## src/rtl/mc_pkg.sv

```systemverilog
// Shared types and constants for the multi-cycle MIPS control unit.
// Build option MC_CTRL_JAL_EN adds jal and widens RegDst/MemtoReg.
package mc_pkg;

`ifdef MC_CTRL_JAL_EN
  localparam int SEL_W = 2;
`else
  localparam int SEL_W = 1;
`endif

  typedef enum logic [2:0] {
    S_FETCH  = 3'd0,
    S_DECODE = 3'd1,
    S_EXEC   = 3'd2,
    S_MEM    = 3'd3,
    S_WB     = 3'd4,
    S_JAL    = 3'd5
  } state_t;

  localparam logic [2:0] ALU_ADD = 3'd0;
  localparam logic [2:0] ALU_SUB = 3'd1;
  localparam logic [2:0] ALU_OR  = 3'd2;
  localparam logic [2:0] ALU_LUI = 3'd3;
  localparam logic [2:0] ALU_AND = 3'd4;
  localparam logic [2:0] ALU_SLT = 3'd5;

  localparam logic [5:0] OP_R   = 6'h00;
  localparam logic [5:0] OP_J   = 6'h02;
  localparam logic [5:0] OP_JAL = 6'h03;
  localparam logic [5:0] OP_BEQ = 6'h04;
  localparam logic [5:0] OP_ORI = 6'h0D;
  localparam logic [5:0] OP_LUI = 6'h0F;
  localparam logic [5:0] OP_LW  = 6'h23;
  localparam logic [5:0] OP_SW  = 6'h2B;

  localparam logic [5:0] F_ADDU = 6'h21;
  localparam logic [5:0] F_SUBU = 6'h23;
  localparam logic [5:0] F_AND  = 6'h24;
  localparam logic [5:0] F_OR   = 6'h25;
  localparam logic [5:0] F_SLT  = 6'h2A;

  typedef enum logic [3:0] {
    C_ILL, C_ADDU, C_SUBU, C_AND, C_OR,
    C_SLT, C_ORI, C_LUI, C_LW, C_SW,
    C_BEQ, C_J, C_JAL
  } cls_t;

  typedef struct packed {
    logic             mem_req;
    logic             IorD;
    logic             IRWrite;
    logic             PCWrite;
    logic             nPC_sel;
    logic             jmp;
    logic [SEL_W-1:0] RegDst;
    logic             ALUSrc;
    logic             ExtOp;
    logic [SEL_W-1:0] MemtoReg;
    logic             RegWrite;
    logic             MemWrite;
    logic [2:0]       ALUctr;
    logic             illegal;
  } ctrl_t;

  function automatic logic is_rtype(cls_t c);
    return c inside {C_ADDU, C_SUBU, C_AND, C_OR, C_SLT};
  endfunction

endpackage

```

## src/rtl/mc_ctrl_if.sv

```systemverilog
// Control bundle between the controller (master) and datapath (slave).
// RegDst/MemtoReg width follows MC_CTRL_JAL_EN through mc_pkg.
interface mc_ctrl_if
  import mc_pkg::*;
#(
  parameter int ALUCTR_W = 3,
  parameter int STATE_W  = 3
);
  logic [5:0]          op;
  logic [5:0]          funct;
  logic                zero;
  logic                mem_ready;
  logic                mem_req;
  logic                IorD;
  logic                IRWrite;
  logic                PCWrite;
  logic                nPC_sel;
  logic                jmp;
  logic [SEL_W-1:0]    RegDst;
  logic                ALUSrc;
  logic                ExtOp;
  logic [SEL_W-1:0]    MemtoReg;
  logic                RegWrite;
  logic                MemWrite;
  logic [ALUCTR_W-1:0] ALUctr;
  logic                illegal;
  logic [STATE_W-1:0]  dbg_state;

  modport master (
    input  op, funct, zero, mem_ready,
    output mem_req, IorD, IRWrite, PCWrite,
    output nPC_sel, jmp, RegDst, ALUSrc,
    output ExtOp, MemtoReg, RegWrite,
    output MemWrite, ALUctr, illegal,
    output dbg_state
  );

  modport slave (
    output op, funct, zero, mem_ready,
    input  mem_req, IorD, IRWrite, PCWrite,
    input  nPC_sel, jmp, RegDst, ALUSrc,
    input  ExtOp, MemtoReg, RegWrite,
    input  MemWrite, ALUctr, illegal,
    input  dbg_state
  );
endinterface

```

## src/rtl/mc_decode.sv

```systemverilog
// Combinational op/funct -> instruction class decoder.
// jal is recognised only when MC_CTRL_JAL_EN is defined.
module mc_decode
  import mc_pkg::*;
(
  input  logic [5:0] op,
  input  logic [5:0] funct,
  output cls_t       cls,
  output logic       legal
);
  logic rt;

  assign rt = (op == OP_R);

  always_comb begin
    cls = C_ILL;
    unique case (1'b1)
      (rt && funct == F_ADDU): cls = C_ADDU;
      (rt && funct == F_SUBU): cls = C_SUBU;
      (rt && funct == F_AND):  cls = C_AND;
      (rt && funct == F_OR):   cls = C_OR;
      (rt && funct == F_SLT):  cls = C_SLT;
      (op == OP_ORI):          cls = C_ORI;
      (op == OP_LUI):          cls = C_LUI;
      (op == OP_LW):           cls = C_LW;
      (op == OP_SW):           cls = C_SW;
      (op == OP_BEQ):          cls = C_BEQ;
      (op == OP_J):            cls = C_J;
`ifdef MC_CTRL_JAL_EN
      (op == OP_JAL):          cls = C_JAL;
`endif
      default:                 cls = C_ILL;
    endcase
  end

  assign legal = (cls != C_ILL);
endmodule

```

## src/rtl/mc_ctrl_fsm.sv

```systemverilog
// Multi-cycle MIPS control FSM: FETCH/DECODE/EXEC/MEM/WB sequencing.
// MC_CTRL_JAL_EN adds a JAL link state (RegDst/MemtoReg = 2).
module mc_ctrl_fsm
  import mc_pkg::*;
#(
  parameter int ALUCTR_W = 3,
  parameter int STATE_W  = 3
) (
  input  logic      clk,
  input  logic      rst_n,
  mc_ctrl_if.master bus
);
  state_t state;
  cls_t   cls;
  cls_t   dcls;
  logic   dlegal;
  ctrl_t  c;
  ctrl_t  q;

  mc_decode u_dec (
    .op    (bus.op),
    .funct (bus.funct),
    .cls   (dcls),
    .legal (dlegal)
  );

  always_ff @(posedge clk) begin
    if (!rst_n) begin
      state <= S_FETCH;
      cls   <= C_ILL;
    end else begin
      case (state)
        S_FETCH:
          if (bus.mem_ready) state <= S_DECODE;
        S_DECODE: begin
          cls <= dcls;
          if (!dlegal || dcls == C_J)
            state <= S_FETCH;
`ifdef MC_CTRL_JAL_EN
          else if (dcls == C_JAL)
            state <= S_JAL;
`endif
          else
            state <= S_EXEC;
        end
        S_EXEC:
          if (cls == C_LW || cls == C_SW)
            state <= S_MEM;
          else if (is_rtype(cls) ||
                   cls == C_ORI ||
                   cls == C_LUI)
            state <= S_WB;
          else
            state <= S_FETCH;
        S_MEM:
          if (bus.mem_ready)
            state <= (cls == C_LW) ? S_WB : S_FETCH;
        default:
          state <= S_FETCH;
      endcase
    end
  end

  always_comb begin
    c = '0;
    case (state)
      S_FETCH: begin
        c.mem_req = 1'b1;
        c.IRWrite = bus.mem_ready;
        c.PCWrite = bus.mem_ready;
      end
      S_DECODE: begin
        c.illegal = !dlegal;
        if (dcls == C_J) begin
          c.jmp     = 1'b1;
          c.PCWrite = 1'b1;
        end
      end
      S_EXEC:
        case (cls)
          C_SUBU: c.ALUctr = ALU_SUB;
          C_AND:  c.ALUctr = ALU_AND;
          C_OR:   c.ALUctr = ALU_OR;
          C_SLT:  c.ALUctr = ALU_SLT;
          C_ORI: begin
            c.ALUSrc = 1'b1;
            c.ALUctr = ALU_OR;
          end
          C_LUI: begin
            c.ALUSrc = 1'b1;
            c.ALUctr = ALU_LUI;
          end
          C_LW, C_SW: begin
            c.ALUSrc = 1'b1;
            c.ExtOp  = 1'b1;
          end
          C_BEQ: begin
            c.ALUctr  = ALU_SUB;
            c.nPC_sel = 1'b1;
            c.PCWrite = bus.zero;
          end
          default: ;
        endcase
      S_MEM: begin
        c.mem_req  = 1'b1;
        c.IorD     = 1'b1;
        c.MemWrite = (cls == C_SW);
      end
      S_WB: begin
        c.RegWrite = 1'b1;
        c.RegDst   = SEL_W'(is_rtype(cls));
        c.MemtoReg = SEL_W'(cls == C_LW);
      end
`ifdef MC_CTRL_JAL_EN
      S_JAL: begin
        c.RegWrite = 1'b1;
        c.RegDst   = SEL_W'(2);
        c.MemtoReg = SEL_W'(2);
        c.jmp      = 1'b1;
        c.PCWrite  = 1'b1;
      end
`endif
      default: ;
    endcase
  end

  // Reset forces every control low at once, so an access in flight is dropped.
  assign q = rst_n ? c : '0;

  assign bus.mem_req   = q.mem_req;
  assign bus.IorD      = q.IorD;
  assign bus.IRWrite   = q.IRWrite;
  assign bus.PCWrite   = q.PCWrite;
  assign bus.nPC_sel   = q.nPC_sel;
  assign bus.jmp       = q.jmp;
  assign bus.RegDst    = q.RegDst;
  assign bus.ALUSrc    = q.ALUSrc;
  assign bus.ExtOp     = q.ExtOp;
  assign bus.MemtoReg  = q.MemtoReg;
  assign bus.RegWrite  = q.RegWrite;
  assign bus.MemWrite  = q.MemWrite;
  assign bus.ALUctr    = ALUCTR_W'(q.ALUctr);
  assign bus.illegal   = q.illegal;
  assign bus.dbg_state = rst_n ? STATE_W'(state) : '0;
endmodule
```

## src/flat_wrapper.sv

```systemverilog
// flat-port wrapper written by rule: the top's interface ports become plain ports
module mc_ctrl_fsm_flat import mc_pkg::*;
#(
  parameter int ALUCTR_W = 3,
  parameter int STATE_W  = 3
)
  (clk, rst_n, bus_op, bus_funct, bus_zero, bus_mem_ready, bus_mem_req, bus_IorD, bus_IRWrite, bus_PCWrite, bus_nPC_sel, bus_jmp, bus_RegDst, bus_ALUSrc, bus_ExtOp, bus_MemtoReg, bus_RegWrite, bus_MemWrite, bus_ALUctr, bus_illegal, bus_dbg_state);
  mc_ctrl_if #(.ALUCTR_W(ALUCTR_W), .STATE_W(STATE_W)) bus_i ();
  input  logic clk;
  input  logic rst_n;
  input wire logic [$bits(bus_i.op)-1:0] bus_op;
  input wire logic [$bits(bus_i.funct)-1:0] bus_funct;
  input wire logic [$bits(bus_i.zero)-1:0] bus_zero;
  input wire logic [$bits(bus_i.mem_ready)-1:0] bus_mem_ready;
  output wire logic [$bits(bus_i.mem_req)-1:0] bus_mem_req;
  output wire logic [$bits(bus_i.IorD)-1:0] bus_IorD;
  output wire logic [$bits(bus_i.IRWrite)-1:0] bus_IRWrite;
  output wire logic [$bits(bus_i.PCWrite)-1:0] bus_PCWrite;
  output wire logic [$bits(bus_i.nPC_sel)-1:0] bus_nPC_sel;
  output wire logic [$bits(bus_i.jmp)-1:0] bus_jmp;
  output wire logic [$bits(bus_i.RegDst)-1:0] bus_RegDst;
  output wire logic [$bits(bus_i.ALUSrc)-1:0] bus_ALUSrc;
  output wire logic [$bits(bus_i.ExtOp)-1:0] bus_ExtOp;
  output wire logic [$bits(bus_i.MemtoReg)-1:0] bus_MemtoReg;
  output wire logic [$bits(bus_i.RegWrite)-1:0] bus_RegWrite;
  output wire logic [$bits(bus_i.MemWrite)-1:0] bus_MemWrite;
  output wire logic [$bits(bus_i.ALUctr)-1:0] bus_ALUctr;
  output wire logic [$bits(bus_i.illegal)-1:0] bus_illegal;
  output wire logic [$bits(bus_i.dbg_state)-1:0] bus_dbg_state;
  assign bus_i.op = bus_op;
  assign bus_i.funct = bus_funct;
  assign bus_i.zero = bus_zero;
  assign bus_i.mem_ready = bus_mem_ready;
  assign bus_mem_req = bus_i.mem_req;
  assign bus_IorD = bus_i.IorD;
  assign bus_IRWrite = bus_i.IRWrite;
  assign bus_PCWrite = bus_i.PCWrite;
  assign bus_nPC_sel = bus_i.nPC_sel;
  assign bus_jmp = bus_i.jmp;
  assign bus_RegDst = bus_i.RegDst;
  assign bus_ALUSrc = bus_i.ALUSrc;
  assign bus_ExtOp = bus_i.ExtOp;
  assign bus_MemtoReg = bus_i.MemtoReg;
  assign bus_RegWrite = bus_i.RegWrite;
  assign bus_MemWrite = bus_i.MemWrite;
  assign bus_ALUctr = bus_i.ALUctr;
  assign bus_illegal = bus_i.illegal;
  assign bus_dbg_state = bus_i.dbg_state;
  mc_ctrl_fsm #(.ALUCTR_W(ALUCTR_W), .STATE_W(STATE_W)) u_core (.clk(clk), .rst_n(rst_n), .bus(bus_i));
endmodule
```

## config.mk

```make
export PLATFORM = sky130hd
export DESIGN_NAME = mc_ctrl_fsm_flat
export DESIGN_NICKNAME = d
export VERILOG_FILES = /design/src/rtl/mc_pkg.sv /design/src/rtl/mc_ctrl_if.sv /design/src/rtl/mc_decode.sv /design/src/rtl/mc_ctrl_fsm.sv /design/src/flat_wrapper.sv
export SDC_FILE = /design/constraint.sdc
export NUM_CORES = 1
export LEC_CHECK = 0
export BUFFER_PORTS_ARGS = -buffer_cell sky130_fd_sc_hd__buf_2
export CAP_MARGIN = 30
export CORE_MARGIN = 1.5
export CORE_UTILIZATION = 46
export CTS_BUF_LIST = sky130_fd_sc_hd__clkbuf_8
export DETAILED_ROUTE_END_ITERATION = 7
export PLACE_DENSITY = 0.77
export SETUP_SLACK_MARGIN = 0.4
export SLEW_MARGIN = 40
export SYNTH_ARGS = -nofsm -noshare
export SYNTH_HDL_FRONTEND = slang
export SYNTH_HIERARCHICAL = 1
export SYNTH_SLANG_ARGS = --single-unit
```

## constraint.sdc

```tcl
create_clock -name clk -period 3 [get_ports clk]
set_input_delay 0.45 -clock clk [delete_from_list [all_inputs] [get_ports clk]]
set_output_delay 0.45 -clock clk [all_outputs]
set_load 0.02 [all_outputs]
```

==> results.toml, run 1 <==
[setup_path]
critPathCaptureType = "primary output"
timing.rr.end = "u_core/state[1]"
cp_data_arrival_time_ns = 2.39
path_depth = 9
max_stage_delay_ns = 0.40
crit_required_ns = 2.55
worstPathCellList = "buf_8, or3b_4, a2111oi_4, o31ai_2, o31ai_2, nand4b_1, or3_4, a311oi_4, buf_6"
startpoint_type = "primary input"
crit_top_cell = "o31ai_2"
setup.worst_path.class = "primary input to primary output"
r2r_cells = 3
r2r_setup_slack_ns = 1.56
cp_num_buf_inv = 2
r2r_start = "u_core/state[0]"
worstSetupStartpoint = "bus_funct[0]"
critPathTopFamily = "simple AND/OR/NAND/NOR gates"
crit_end = "bus_PCWrite"
path_max_fanout = 6
cp_slowest_cell = "or3b_4"

[finish]
antenna_cells = 0
syn2layout_area_growth_pct = 41.3
final_util_pct = 68.9
final_nets = 171
final_cells = 179
drive_gt1_share_pct = 39.6
multi_input_comb_area_um2 = 703
regArea_um2 = 140
fill_cells = 142

[global_routing]
grt_max_degree = 17
antenna_found_initial = 0
grt_pass1_vias = 825
overflow = 0
grt_pass1_wl_um = 3470
grtUsageTotal_pct = 22.7

[timing]
hold_violations = 0
slew_headroom_pct = 66.7
finalCritPeriodShare_pct = 94.6
rsz0062_at_grt = "yes"
finalSetupTns_ns = 0
report.final.slew_viol_count = 0
fmax_mhz = 353
tightest_slew_ns = 0.499
min_period_ns = 2.84
clock_skew_ns = 0.00621
setup_viol = 0

[die]
die_y_um = 45.6
fp.dieW_um = 45.6
ios = 35
die_area_um2 = 2080
core_um2 = 1710
rows = 15
start_util_pct = 48.8

[clock_network]
clk_root_buffer_cell = "clkbuf_8"
cts_tree = "done"
postCtsHoldBufs = 0
cts_sinks = 7
cts_buffer_depth = 2
htree_levels = 1
clk_latency_ns = 0.24
clkTransAtPathRegs_ns = 0.05
cts_buffers = 3

[yosys]
syn_inst = 118
synth_top_family_by_area = "simple AND/OR/NAND/NOR gates"
synth_edf_count = 0
synthXorXnorAreaFrac_pct = 2.10
synth_seq_area_share_pct = 16.8
syn-num-nets = 134
yosys.cell_types.count = 38
synth_area_leaders = "dfxtp_1 (17%), a21oi_1 (6.6%), o21ai_0 (5.4%), nor2_1 (5.4%), and4bb_2 (4.5%)"
yosysTopAreaCell = "dfxtp_1"
yosys.area_share.simple_pct = 48.9
synth_fa_ha_area_share_pct = 0
avgSynthCellArea_um2 = 7.06
synth_most_common_cell = "nor2_1"
yosysWarnings = 6
synth_mux_area_share_pct = 0
syn_area_um2 = 833
async_flop_share_pct = 0
ys_top_cells_by_count = "nor2_1 (12), a21oi_1 (11), nand2_1 (10), o21ai_0 (9), dfxtp_1 (7)"
synth-compound-area-share_pct = 25.1
ys_ff_latch = 7
netlist.area_leader.share_pct = 16.8
synth_ff_type = "dfxtp_1"

[placement]
dp_cells = 172
place.gp.congestion = 0.843
detailed_place_hpwl_um = 1640
io_buffers = 34

[worst_hold_path]
hp-class = "primary input to flip-flop"
holdPathStages = 4
hold_start = "bus_op[4]"

[routing]
vias_per_cell = 5.75
drtIter0Drc = 18
drt-total-wl_um = 2360
drtAntennaViolNets = 0
drc = 0
firstDrtPassIters = 4
dr_total_vias = 1029
wl_per_cell_um = 13.2

[pwr]
power_density_nw_per_um2 = 268
power.leakage_nw = 0.455
ir_drop_uv = 279

[outcome]
status = "finished, final reports clean"

[run]
maxCapViolCount = 0
[cell usage in the layout, fill, tap and decap left out, types with 4 or more instances in the layout]
cell | synthesis | routed
buf_2 | 2 | 28
nor2_1 | 12 | 12
nand2_1 | 10 | 10
a21oi_1 | 11 | 9
o21ai_0 | 9 | 7
dfxtp_1 | 7 | 7
buf_4 | 2 | 5
inv_1 | 5 | 5
buf_6 | 1 | 4
nand2b_1 | 4 | 4
nand3b_1 | 4 | 4
nand3_1 | 4 | 4
nor3_1 | 5 | 4
[area by class of cell]
type	instances	share of cell area (%)
timing repair buffer	38	20.2
clock buffer	3	3.51
tap	25	2.66
multi-input combinational	100	59.7
clock inverter	1	0.425
sequential	7	11.9
inverter	5	1.59
[worst reg2reg max path, stage by stage (launching register included)]
cell and delay, ns:
dfxtp_1 0.50, nand2b_1 0.27, or3b_1 0.41, a31oi_1 0.19
[state kept, by name, summed over array words and instances (netlist names)]
name,flops
u_core/state,3
u_core/cls,4
[cells by family after synthesis]
| kind of cell | Yosys count |
|---|---|
| AOI/OAI and AO/OA | 30 |
| buffers and inverters | 11 |
| xor gates and xnor gates | 2 |
| and+or+nand+nor | 68 |
| DFF | 7 |
[where the power goes]
part           total [mW]  internal (mW)  switching (mW)
registers          0.0987         0.0947         0.00401
logic              0.0742         0.0328          0.0414
clock network       0.143         0.0908          0.0517
[routing by layer]
layer / vias up / track usage [%] / routed length, um
met5: - / 0 / 0
met1: 481 / 28.6 / 1070
met4: 0 / 4.12 / 0
met3: 0 / 8.33 / 121
met2: 35 / 37.2 / 1170
li1: 513 / - / -
[how the worst min path moves through the flow]
| stage | endpoint | slack [ns] |
|---|---|---|
| floorplan | u_core/state[2] | 0.50 |
| global placement | u_core/state[2] | 0.56 |
| detailed placement | u_core/state[2] | 0.58 |
| CTS | u_core/cls[2] | 0.54 |
| global route | u_core/cls[2] | 0.54 |
| finish | u_core/cls[2] | 0.52 |
[through the flow]
step | hold slack (ns) | cell area [um2] | power, mW | worst slack, ns
2_1_floorplan | 0.496 | 845 | 0.138 | 0.329
3_3_place_gp | 0.559 | 1010 | 0.160 | 0.0779
6_report | 0.517 | 1180 | 0.315 | 0.163
5_1_grt | 0.536 | 1180 | 0.329 | 0.0715
4_1_cts | 0.540 | 1100 | 0.307 | 0.113
3_5_place_dp | 0.576 | 1010 | 0.162 | -0.0141
[timing repair]
action / 4_1_cts / 5_1_grt
buffers inserted: 0 / 3
pin swaps: 2 / 5
setup endpoints to repair: 2 / 2
resized for setup: 8 / 18
No activity file was read; power rests on OpenSTA's default activity.
==> inputs of run 2 (changes only) <==
--- a/config.mk
+++ b/config.mk
@@ -8,10 +8,10 @@
 export BUFFER_PORTS_ARGS = -buffer_cell sky130_fd_sc_hd__buf_2
 export CAP_MARGIN = 30
 export CORE_MARGIN = 1.5
-export CORE_UTILIZATION = 46
+export CORE_UTILIZATION = 49
 export CTS_BUF_LIST = sky130_fd_sc_hd__clkbuf_8
 export DETAILED_ROUTE_END_ITERATION = 7
-export PLACE_DENSITY = 0.77
+export PLACE_DENSITY = 0.82
 export SETUP_SLACK_MARGIN = 0.4
 export SLEW_MARGIN = 40
 export SYNTH_ARGS = -nofsm -noshare
==> run 2 against run 1 <==
Core utilization increased by 2.8 points. Critical path depth unchanged. Final area decreased by 6.1%. Flip-flop and latch count unchanged. Largest power group unchanged.
==> results.toml, run 2 (synthesized netlist as in run 1, its figures left out) <==
[outcome]
status = "finished, final reports clean"

[worst_hold_path]
hold_start = "u_core/state[2]"
hp-class = "flip-flop to flip-flop"

[pwr]
power_density_nw_per_um2 = 267
power.leakage_nw = 0.446
ir_drop_uv = 245

[setup_path]
cp_num_buf_inv = 2
path_max_fanout = 6
crit_top_cell = "o31ai_1"
max_stage_delay_ns = 0.38
critPathCaptureType = "primary output"
cp_slowest_cell = "or3b_1"
r2r_start = "u_core/state[0]"
worstSetupStartpoint = "bus_funct[0]"
worstPathCellList = "buf_8, or3b_1, a2111oi_2, o31ai_1, o31ai_1, nand4b_1, or3_4, a311oi_4, buf_6"
cp_data_arrival_time_ns = 2.38
critPathTopFamily = "simple AND/OR/NAND/NOR gates"
startpoint_type = "primary input"
setup.worst_path.class = "primary input to primary output"
crit_required_ns = 2.55

[clock_network]
clk_root_buffer_cell = "clkbuf_8"
clkTransAtPathRegs_ns = 0.04
cts_tree = "done"
clk_latency_ns = 0.23
htree_levels = 1
cts_buffer_depth = 2
cts_sinks = 7
cts_buffers = 3

[finish]
top_regs = "u_core/cls (4), u_core/state (3)"
final_common_cell = "buf_2"
final_nets = 170
final_cell_area_um2 = 1110
antenna_cells = 0
largest_reg_flops = 4
syn2layout_area_growth_pct = 32.7
drive_gt1_share_pct = 34.6
regMostFlops = "u_core/cls"
layout_common_cells = "buf_2 (29), nor2_1 (12), a21oi_1 (11), nand2_1 (10), o21ai_0 (8)"

[routing]
drtIter0Drc = 27
vias_per_cell = 5.91
wl_per_cell_um = 13.6
drt-total-wl_um = 2300
drtAntennaViolNets = 0
dr_total_vias = 999
drc = 0
firstDrtPassIters = 4

[die]
fp.dieW_um = 44.2
core_um2 = 1540
die_area_um2 = 1960
die_y_um = 44.2
start_util_pct = 54.1
rows = 14
ios = 35

[global_routing]
overflow = 0
grt_pass1_vias = 833
antenna_found_initial = 0
grtUsageTotal_pct = 24.1
grt_pass1_wl_um = 3530
grt_max_degree = 17

[timing]
setup_viol = 0
slew_headroom_pct = 60.6
report.final.slew_viol_count = 0
clock_skew_ns = 0.00448
finalCritPeriodShare_pct = 94.4
min_period_ns = 2.83
finalSetupTns_ns = 0
fmax_mhz = 353
rsz0062_at_grt = "yes"
tightest_slew_ns = 0.589
hold_violations = 0

[run]
maxCapViolCount = 0

[placement]
io_buffers = 34
placed_cell_area_um2 = 1000
detailed_place_hpwl_um = 1710
place.gp.congestion = 0.998
==> run 2: changes by cell type in the layout (fill, tap and decap cells not counted), sizes merged <==
cell / change
buf: -1
clkinv: -1
inv: +1
==> run 2: worst reg2reg max path, cell delays in order, from the launching register on <==
cell     delay, ns
dfxtp_1       0.51
nor3b_1       0.55
nand3_1       0.17
a31oi_1       0.15
==> run 2: final cells by class <==
type | count | area (um2)
Clock buffer | 3 | 41.3
Clock inverter | 1 | 3.75
Fill cell | 133 | 435
Inverter | 5 | 18.8
Multi-Input combinational cell | 100 | 662
Sequential cell | 7 | 140
Tap cell | 16 | 20.0
Timing Repair Buffer | 37 | 220
==> run 2: worst paths after layout <==
| path | slack [ns] | end | depth (start not counted) |
|---|---|---|---|
| setup / recovery | 0.17 | bus_PCWrite | 9 |
| hold / removal | 0.56 | u_core/state[2] | 1 |
| setup reg to reg | 1.54 | u_core/state[1] | 3 |
| hold reg to reg | 0.56 | u_core/state[2] | 1 |
==> run 2: layer usage <==
layer / global-route usage (%) / share of wire [%] / vias up / wire, um
met5: 0 / 0 / - / 0
met4: 5.45 / 0.61 / 0 / 14
met3: 6.12 / 5.4 / 2 / 124
met2: 40.9 / 50 / 29 / 1150
met1: 30.7 / 44 / 458 / 1010
li1: - / - / 510 / -
==> run 2: metrics by stage <==
stage          utilization [%]  hold WS [ns]  setup slack [ns]  cells  total power, mW
3_5_place_dp              65.0         0.558            0.0496    163            0.161
5_1_grt                   71.8         0.584            0.0588    169            0.311
4_1_cts                   69.4         0.556             0.121    168            0.294
6_report                  71.8         0.558             0.169    169            0.296
2_1_floorplan                -         0.496             0.329    118            0.138
3_3_place_gp              65.0         0.553             0.112    163            0.159
==> run 2: power breakdown <==
part	leakage [nW]	internal (mW)	switching, mW
Sequential	0.0567	0.0950	0.00409
Clock	0.0269	0.0884	0.0401
Combinational	0.362	0.0295	0.0386
==> run 2: timing repair <==
item | CTS | global route
setup endpoints to repair | 2 | 2
pin swaps | 3 | 4
resized for setup | 4 | 10
buffers inserted | 1 | 1
hold buffers | 0 | 0
